### src/rtl/avr_serial_rx.sv
// UART-style receiver for the AVR serial link: 8N1 framing, LSB first,
// mid-bit sampling on a synchronized copy of rx.
`timescale 1ns/1ps
module avr_serial_rx #(
    parameter int CLK_PER_BIT = 100
) (
    input  logic       clk,
    input  logic       rst_n,
    input  logic       rx,
    output logic [7:0] data,
    output logic       new_data,
    output logic       frame_err,
    output logic       busy
);

    localparam int CW = $clog2(CLK_PER_BIT);
    localparam logic [CW-1:0] HALF_M1 = CW'(CLK_PER_BIT / 2 - 1);
    localparam logic [CW-1:0] FULL_M1 = CW'(CLK_PER_BIT - 1);

    typedef enum logic [2:0] {
        WAIT_IDLE,
        IDLE,
        START,
        DATA,
        STOP
    } state_t;

    state_t        state_q;
    logic [CW-1:0] cnt_q;
    logic [2:0]    idx_q;
    logic [7:0]    shift_q;
    logic [7:0]    data_q;
    logic          new_data_q;
    logic          frame_err_q;
    logic          rx_meta_q;
    logic          rx_s_q;
    logic [1:0]    sync_vld_q;

    always_ff @(posedge clk) begin
        if (!rst_n) begin
            state_q     <= WAIT_IDLE;
            cnt_q       <= '0;
            idx_q       <= '0;
            shift_q     <= '0;
            data_q      <= '0;
            new_data_q  <= 1'b0;
            frame_err_q <= 1'b0;
            rx_meta_q   <= 1'b1;
            rx_s_q      <= 1'b1;
            sync_vld_q  <= '0;
        end else begin
            rx_meta_q   <= rx;
            rx_s_q      <= rx_meta_q;
            sync_vld_q  <= {sync_vld_q[0], 1'b1};
            new_data_q  <= 1'b0;
            frame_err_q <= 1'b0;

            unique case (state_q)
                // The synchronizer's reset-value ones say nothing about the real
                // line, so leaving WAIT_IDLE waits until both flops hold live samples.
                WAIT_IDLE: begin
                    if (sync_vld_q[1] && rx_s_q) begin
                        state_q <= IDLE;
                    end
                end
                IDLE: begin
                    if (!rx_s_q) begin
                        state_q <= START;
                        cnt_q   <= '0;
                    end
                end
                START: begin
                    if (cnt_q == HALF_M1) begin
                        if (!rx_s_q) begin
                            state_q <= DATA;
                            cnt_q   <= '0;
                            idx_q   <= '0;
                        end else begin
                            state_q <= IDLE;
                        end
                    end else begin
                        cnt_q <= cnt_q + CW'(1);
                    end
                end
                DATA: begin
                    if (cnt_q == FULL_M1) begin
                        cnt_q   <= '0;
                        shift_q <= {rx_s_q, shift_q[7:1]};
                        idx_q   <= idx_q + 3'd1;
                        if (idx_q == 3'd7) begin
                            state_q <= STOP;
                        end
                    end else begin
                        cnt_q <= cnt_q + CW'(1);
                    end
                end
                STOP: begin
                    if (cnt_q == FULL_M1) begin
                        cnt_q <= '0;
                        if (rx_s_q) begin
                            data_q     <= shift_q;
                            new_data_q <= 1'b1;
                            state_q    <= IDLE;
                        end else begin
                            // Low stop bit: treat as a line break and wait for idle.
                            frame_err_q <= 1'b1;
                            state_q     <= WAIT_IDLE;
                        end
                    end else begin
                        cnt_q <= cnt_q + CW'(1);
                    end
                end
                default: state_q <= WAIT_IDLE;
            endcase
        end
    end

    assign data      = data_q;
    assign new_data  = new_data_q;
    assign frame_err = frame_err_q;
    assign busy      = (state_q != IDLE);

endmodule

### config.mk
export PLATFORM = sky130hd
export DESIGN_NAME = avr_serial_rx
export DESIGN_NICKNAME = d
export VERILOG_FILES = /design/src/rtl/avr_serial_rx.sv
export SDC_FILE = /design/constraint.sdc
export NUM_CORES = 1
export LEC_CHECK = 0
export BUFFER_PORTS_ARGS = -buffer_cell sky130_fd_sc_hd__buf_2
export CAP_MARGIN = 10
export CORE_ASPECT_RATIO = 0.5
export CORE_MARGIN = 1
export CORE_UTILIZATION = 58
export CTS_CLUSTER_DIAMETER = 80
export DETAILED_ROUTE_END_ITERATION = 7
export PLACE_DENSITY = 0.76
export SYNTH_ARGS = -nofsm -noshare
export SYNTH_HDL_FRONTEND = slang
export SYNTH_SLANG_ARGS = --single-unit
### constraint.sdc
create_clock -name clk -period 2.01 [get_ports clk]
set_clock_uncertainty 0.05 [all_clocks]
set_input_delay 0.1005 -clock clk [delete_from_list [all_inputs] [get_ports clk]]
set_output_delay 0.1005 -clock clk [all_outputs]
set_load 0.01 [all_outputs]
==> results.cfg, run 1 <==
[run_status]
outcome = complete, no violations

[global_route]
grt_max_degree = 18
grt_pass1_vias = 1113
grt_antenna_before_repair = 0
overflow = 0
gr-usage-all-layers = 0.232
grt_pass1_wl_um = 5030

[detailed_routing]
wl_met3_um = 148
top_layer = met4
dr.first_iter.drc_count = 67
dr_total_vias = 1306
ant_nets = 0
drt-total-wl_um = 3200
remaining_drc_errors = 0
via_per_inst = 5.44
firstDrtPassIters = 4
wl_per_cell_um = 13.3
routed-wl-met2_um = 1490
wl_met1_um = 1520

[logic_synthesis]
synth_common_cells = 35 x dfxtp_1, 30 x nor2_1, 18 x mux2i_1, 13 x nand2_1, 9 x a21oi_1
netlist.area_leader.share = 0.432
synth_area_sq_um = 1620
ys_ff_latch = 35
synthTopCellsByArea = dfxtp_1 43%, mux2i_1 11%, nor2_1 6.9%, ha_1 3.1%, nand2_1 3.0%
netlist_instances = 178
synth_flop_cell = dfxtp_1
syn_nets = 185
yosysWarnings = 0
async_reset_ff_frac = 0
synth_edf_count = 0
ys_seq_area_frac = 0.432
yosysMostFrequentCell = dfxtp_1
ys_types = 42
synth_area_leader_cell = dfxtp_1
syn_avg_cell_area_sq_um = 9.11

[clocking]
postCtsSetupRepairBufs = 0
cts_max_path_buffers = 2
numClockSinks = 35
cts-root-buf = clkbuf_8
clock_latency_ns = 0.30
clkTransAtPathRegs_ns = 0.08
cts_tree = built
cts_made_buffers = 5
cts_htree_levels = 2

[finish]
drive_gt1_frac = 0.222
fin_cells = 240
finish.net_count = 209
ff_latch_area_sq_um = 701
syn_to_final_growth_pct = 17.4
n_antenna_cell = 0
fill_cells = 202
multiInputGateArea_sq_um = 855

[floorplanning]
die_x_um = 76.8
core-area_sq_um = 2620
chipHeight_um = 39.4
num_rows = 13
start_util = 0.619
io_pins = 14
die-area_sq_um = 3020

[sta]
max_freq_mhz = 522
finalWorstPathRequiredPeriod_ns = 1.92
worst_slew_pin_slew_ns = 0.528
rsz0062_at_grt = no
drv_slew = 0
fin_setup_tns_ns = 0
finalSetupViolations = 0
maxSlewHeadroom = 0.647
finalCritPeriodShare = 0.954
hold_viol = 0

[place]
gp_congestion = 0.821
portBuffers = 13
dpl.hpwl_um = 2210
dp_cells = 230

[power]
cellPowerDensity_nw_per_um2 = 755
ir_drop_v = 0.000596
leakage_nw = 0.791

[min_path]
hold_class = register to register

[setup_path]
worst_path_largest_cell_delay_ns = 0.47
slowest_stage = or3b_4
crit_type = register to register
crit_path_cell_trace = or3b_4 > o31ai_4 > and3b_4 > mux2i_1 > a211oi_2
cp.required_ns = 2.18
crit_path_start_kind = register
crit_fanout = 7
cp-end-kind = register
arrival_ns = 2.09

[flow_run]
max_cap_viol_count = 0
[path summary, 6_finish.rpt]
| path | from | end | slack (ns) | cells past startpoint |
|---|---|---|---|---|
| max | cnt_q[5] | cnt_q[0] | 0.09 | 5 |
| min | sync_vld_q[0] | sync_vld_q[1] | 0.39 | 1 |
| max reg2reg | cnt_q[5] | cnt_q[0] | 0.09 | 5 |
| min reg2reg | sync_vld_q[0] | sync_vld_q[1] | 0.39 | 1 |
[layout make-up]
| class | instances | area share |
|---|---|---|
| inverter | 3 | 0.00591 |
| tap | 37 | 0.0243 |
| multi-input combinational | 130 | 0.449 |
| clock buffer | 5 | 0.0361 |
| clock inverter | 3 | 0.0250 |
| sequential | 35 | 0.368 |
| timing repair buffer | 27 | 0.0920 |
[placed cells by master, fill, tap and decap left out, types with 3 or more instances in the layout]
cell	synthesis	final
nor2_1	30	30
nand3_1	6	6
nand2_1	13	13
a21oi_1	9	9
or2_2	3	3
nor4_1	3	3
nand2b_1	5	5
buf_4	1	12
ha_1	4	4
nor3_1	4	4
clkbuf_8	0	5
inv_1	3	3
buf_2	3	13
nor2b_1	3	3
mux2i_1	18	18
dfxtp_1	35	35
[metrics by stage]
stage	util	total power [W]	worst slack [ns]	hold WS, ns	instance area [sq um]
floorplan	-	0.000773	0.224	0.0782	1620
global placement	0.674	0.000793	0.0903	0.203	1770
detailed placement	0.674	0.000796	0.0267	0.208	1770
CTS	0.726	0.00145	0.00682	0.388	1900
global route	0.727	0.00149	0.0160	0.414	1900
finish	0.727	0.00144	0.0933	0.386	1900
[sequential cells by signal, summed over array words and instances, names as in the netlist]
| register | cells |
|---|---|
| frame_err | 1 |
| data | 8 |
| rx_meta_q | 1 |
| state_q | 3 |
| idx_q | 3 |
| shift_q | 8 |
| rx_s_q | 1 |
| cnt_q | 7 |
| new_data | 1 |
| sync_vld_q | 2 |
[layer usage]
metal,track usage,vias up
li1,-,672
met1,0.265,595
met2,0.400,32
met3,0.0977,7
met4,0.0865,0
met5,0,-
[critical path: cells and delay by family (launching register included)]
family / cells / cell delay, ns
and+or+nand+nor: 2 / 0.75
DFF: 1 / 0.39
AOI/OAI and AO/OA: 2 / 0.55
muxes: 1 / 0.10
[report_power, final]
group          switching (W)  leakage (nW)  internal [W]
clock network       0.000278        0.0587      0.000376
logic              0.0000409         0.450     0.0000313
registers          0.0000110         0.283      0.000700
[logic make-up after synthesis]
| group | Yosys count | share of synthesized area |
|---|---|---|
| simple gates | 79 | 0.247 |
| flops | 35 | 0.432 |
| compound gates | 28 | 0.131 |
| mux | 18 | 0.111 |
| buf+inv | 13 | 0.0424 |
| fa+ha+maj | 4 | 0.0309 |
| xor+xnor | 1 | 0.00540 |
[timing repair]
item	CTS	global route
setup endpoints to repair	0	7
hold buffers	2	0
resized for setup	0	1
hold endpoints to repair	3	0
Power figures use the tool's default switching activity.
==> run 2: changes to the inputs <==
CORE_UTILIZATION = 52   (was 58)
GPL_ROUTABILITY_DRIVEN = 0   (was default)
PLACE_DENSITY = 0.72   (was 0.76)
clock period = 1.6 ns   (was 2.01 ns; I/O delays follow)
==> results.cfg, run 2 (synthesis results as in run 1) <==
[floorplanning]
core-area_sq_um = 2770
die_x_um = 81.0
die-area_sq_um = 3360
io_pins = 14
start_util = 0.586
chipHeight_um = 41.5
num_rows = 13

[finish]
n_antenna_cell = 0
drive_gt1_frac = 0.450
final_cell_mix = 36 x buf_4, 28 x nor2_1, 28 x dfxtp_1
fill_cells = 122
syn_to_final_growth_pct = 47.4
multiInputGateArea_sq_um = 1020
ff_latch_area_sq_um = 714
utilization = 0.864
final_common_cell = buf_4
finish.net_count = 246

[place]
dpl.hpwl_um = 2370
pre_cts_slack_ns = -0.260
portBuffers = 13

[power]
cellPowerDensity_nw_per_um2 = 728
leakage_nw = 1.00
ir_drop_v = 0.000693

[setup_path]
cp.required_ns = 1.78
slowest_stage = or3b_4
crit_path_cell_trace = or3b_4 > buf_4 > o21ai_4 > o211ai_4 > a211o_1 > a21oi_2
crit_path_start_kind = register
crit_fanout = 5
rr_worst_depth = 6
timing.rr.start = cnt_q[5]
crit_type = register to register
r2r_end = state_q[0]
cp-end-kind = register
r2r_setup_slack_ns = -0.32
arrival_ns = 2.09
crit_family = compound AO/OA/AOI/OAI gates
worst-path-buf-inv = 1
worst_path_largest_cell_delay_ns = 0.46

[detailed_routing]
via_per_inst = 6.19
dr.first_iter.drc_count = 235
firstDrtPassIters = 5
remaining_drc_errors = 0
ant_nets = 0
dr_total_vias = 1715
wl_per_cell_um = 19.5
drt-total-wl_um = 5410

[global_route]
grt_max_degree = 32
grt_pass1_vias = 1469
grt_antenna_before_repair = 0
overflow = 0
gr-usage-all-layers = 0.279
grt_pass1_wl_um = 7090

[sta]
finalWorstPathRequiredPeriod_ns = 1.92
finalCritPeriodShare = 1.20
holdWs_ns = 0.374
drv_slew = 0
worst_slew_pin_slew_ns = 0.359
finalSetupViolations = 31
maxSlewHeadroom = 0.758
max_freq_mhz = 521
rsz0062_at_grt = yes
fin_setup_tns_ns = -6.89
setup_ws_ns = -0.318
hold_viol = 0

[min_path]
hold_start = rx_meta_q
hold_class = register to register
holdPathStages = 1
hold_path_end = rx_s_q

[clocking]
cts_max_path_buffers = 2
cts-root-buf = clkbuf_8
clock_latency_ns = 0.29
cts_tree = built
numClockSinks = 35
clkTransAtPathRegs_ns = 0.08
cts_htree_levels = 2
cts_made_buffers = 5

[run_status]
outcome = finished with violations
violations = setup timing

[flow_run]
max_cap_viol_count = 0
==> run 2: cell count changes in the layout (fill, tap and decap cells not counted), sizes merged <==
cell,delta
bufinv,-1
clkinvlp,+1
o21ai,+1
clkbuf,+1
buf,+36
inv,-1
==> run 2: power breakdown <==
group          total (W)  switching (W)  internal [W]
Sequential      0.000887      0.0000104      0.000877
Clock           0.000717       0.000365      0.000352
Combinational   0.000135      0.0000778     0.0000569
==> run 2: cell type report <==
type / count / share of cell area
sequential: 35 / 0.299
inverter: 3 / 0.00576
tap: 37 / 0.0194
multi-input combinational: 131 / 0.426
clock inverter: 2 / 0.00681
clock buffer: 6 / 0.0346
timing repair buffer: 63 / 0.209
==> run 2: through the flow <==
step	total power [W]	instance area [sq um]	instances
floorplan	0.000972	1630	178
global placement	0.00101	1900	247
detailed placement	0.00101	1900	247
CTS	0.00170	2190	268
global route	0.00179	2390	277
finish	0.00174	2390	277
==> run 2: worst max-delay path by stage <==
stage | from | to | slack, ns | depth (start not counted)
after CTS | cnt_q[2] | shift_q[0] | -0.17 | 7
after global placement | cnt_q[3] | cnt_q[6] | -0.21 | 5
after detailed placement | cnt_q[3] | cnt_q[6] | -0.26 | 5
after floorplan | cnt_q[3] | state_q[0] | -0.13 | 6
after global routing | cnt_q[5] | state_q[0] | -0.34 | 6
final | cnt_q[5] | state_q[0] | -0.32 | 6
==> run 2: repair_timing <==
| action | in CTS | in global routing |
|---|---|---|
| gates resized for setup | 18 | 34 |
| endpoints found under the setup margin | 29 | 31 |
| hold endpoints to repair | 3 | 0 |
| hold buffers | 2 | 0 |
| gates cloned | 1 | 1 |
| pin swaps | 14 | 16 |
| buffers inserted | 10 | 8 |
==> run 2: routing by layer <==
layer | vias up | track usage | part of all wire
li1 | 742 | - | -
met1 | 824 | 0.374 | 0.42
met2 | 117 | 0.450 | 0.46
met3 | 32 | 0.0703 | 0.081
met4 | 0 | 0.0679 | 0.040
met5 | - | 0 | 0
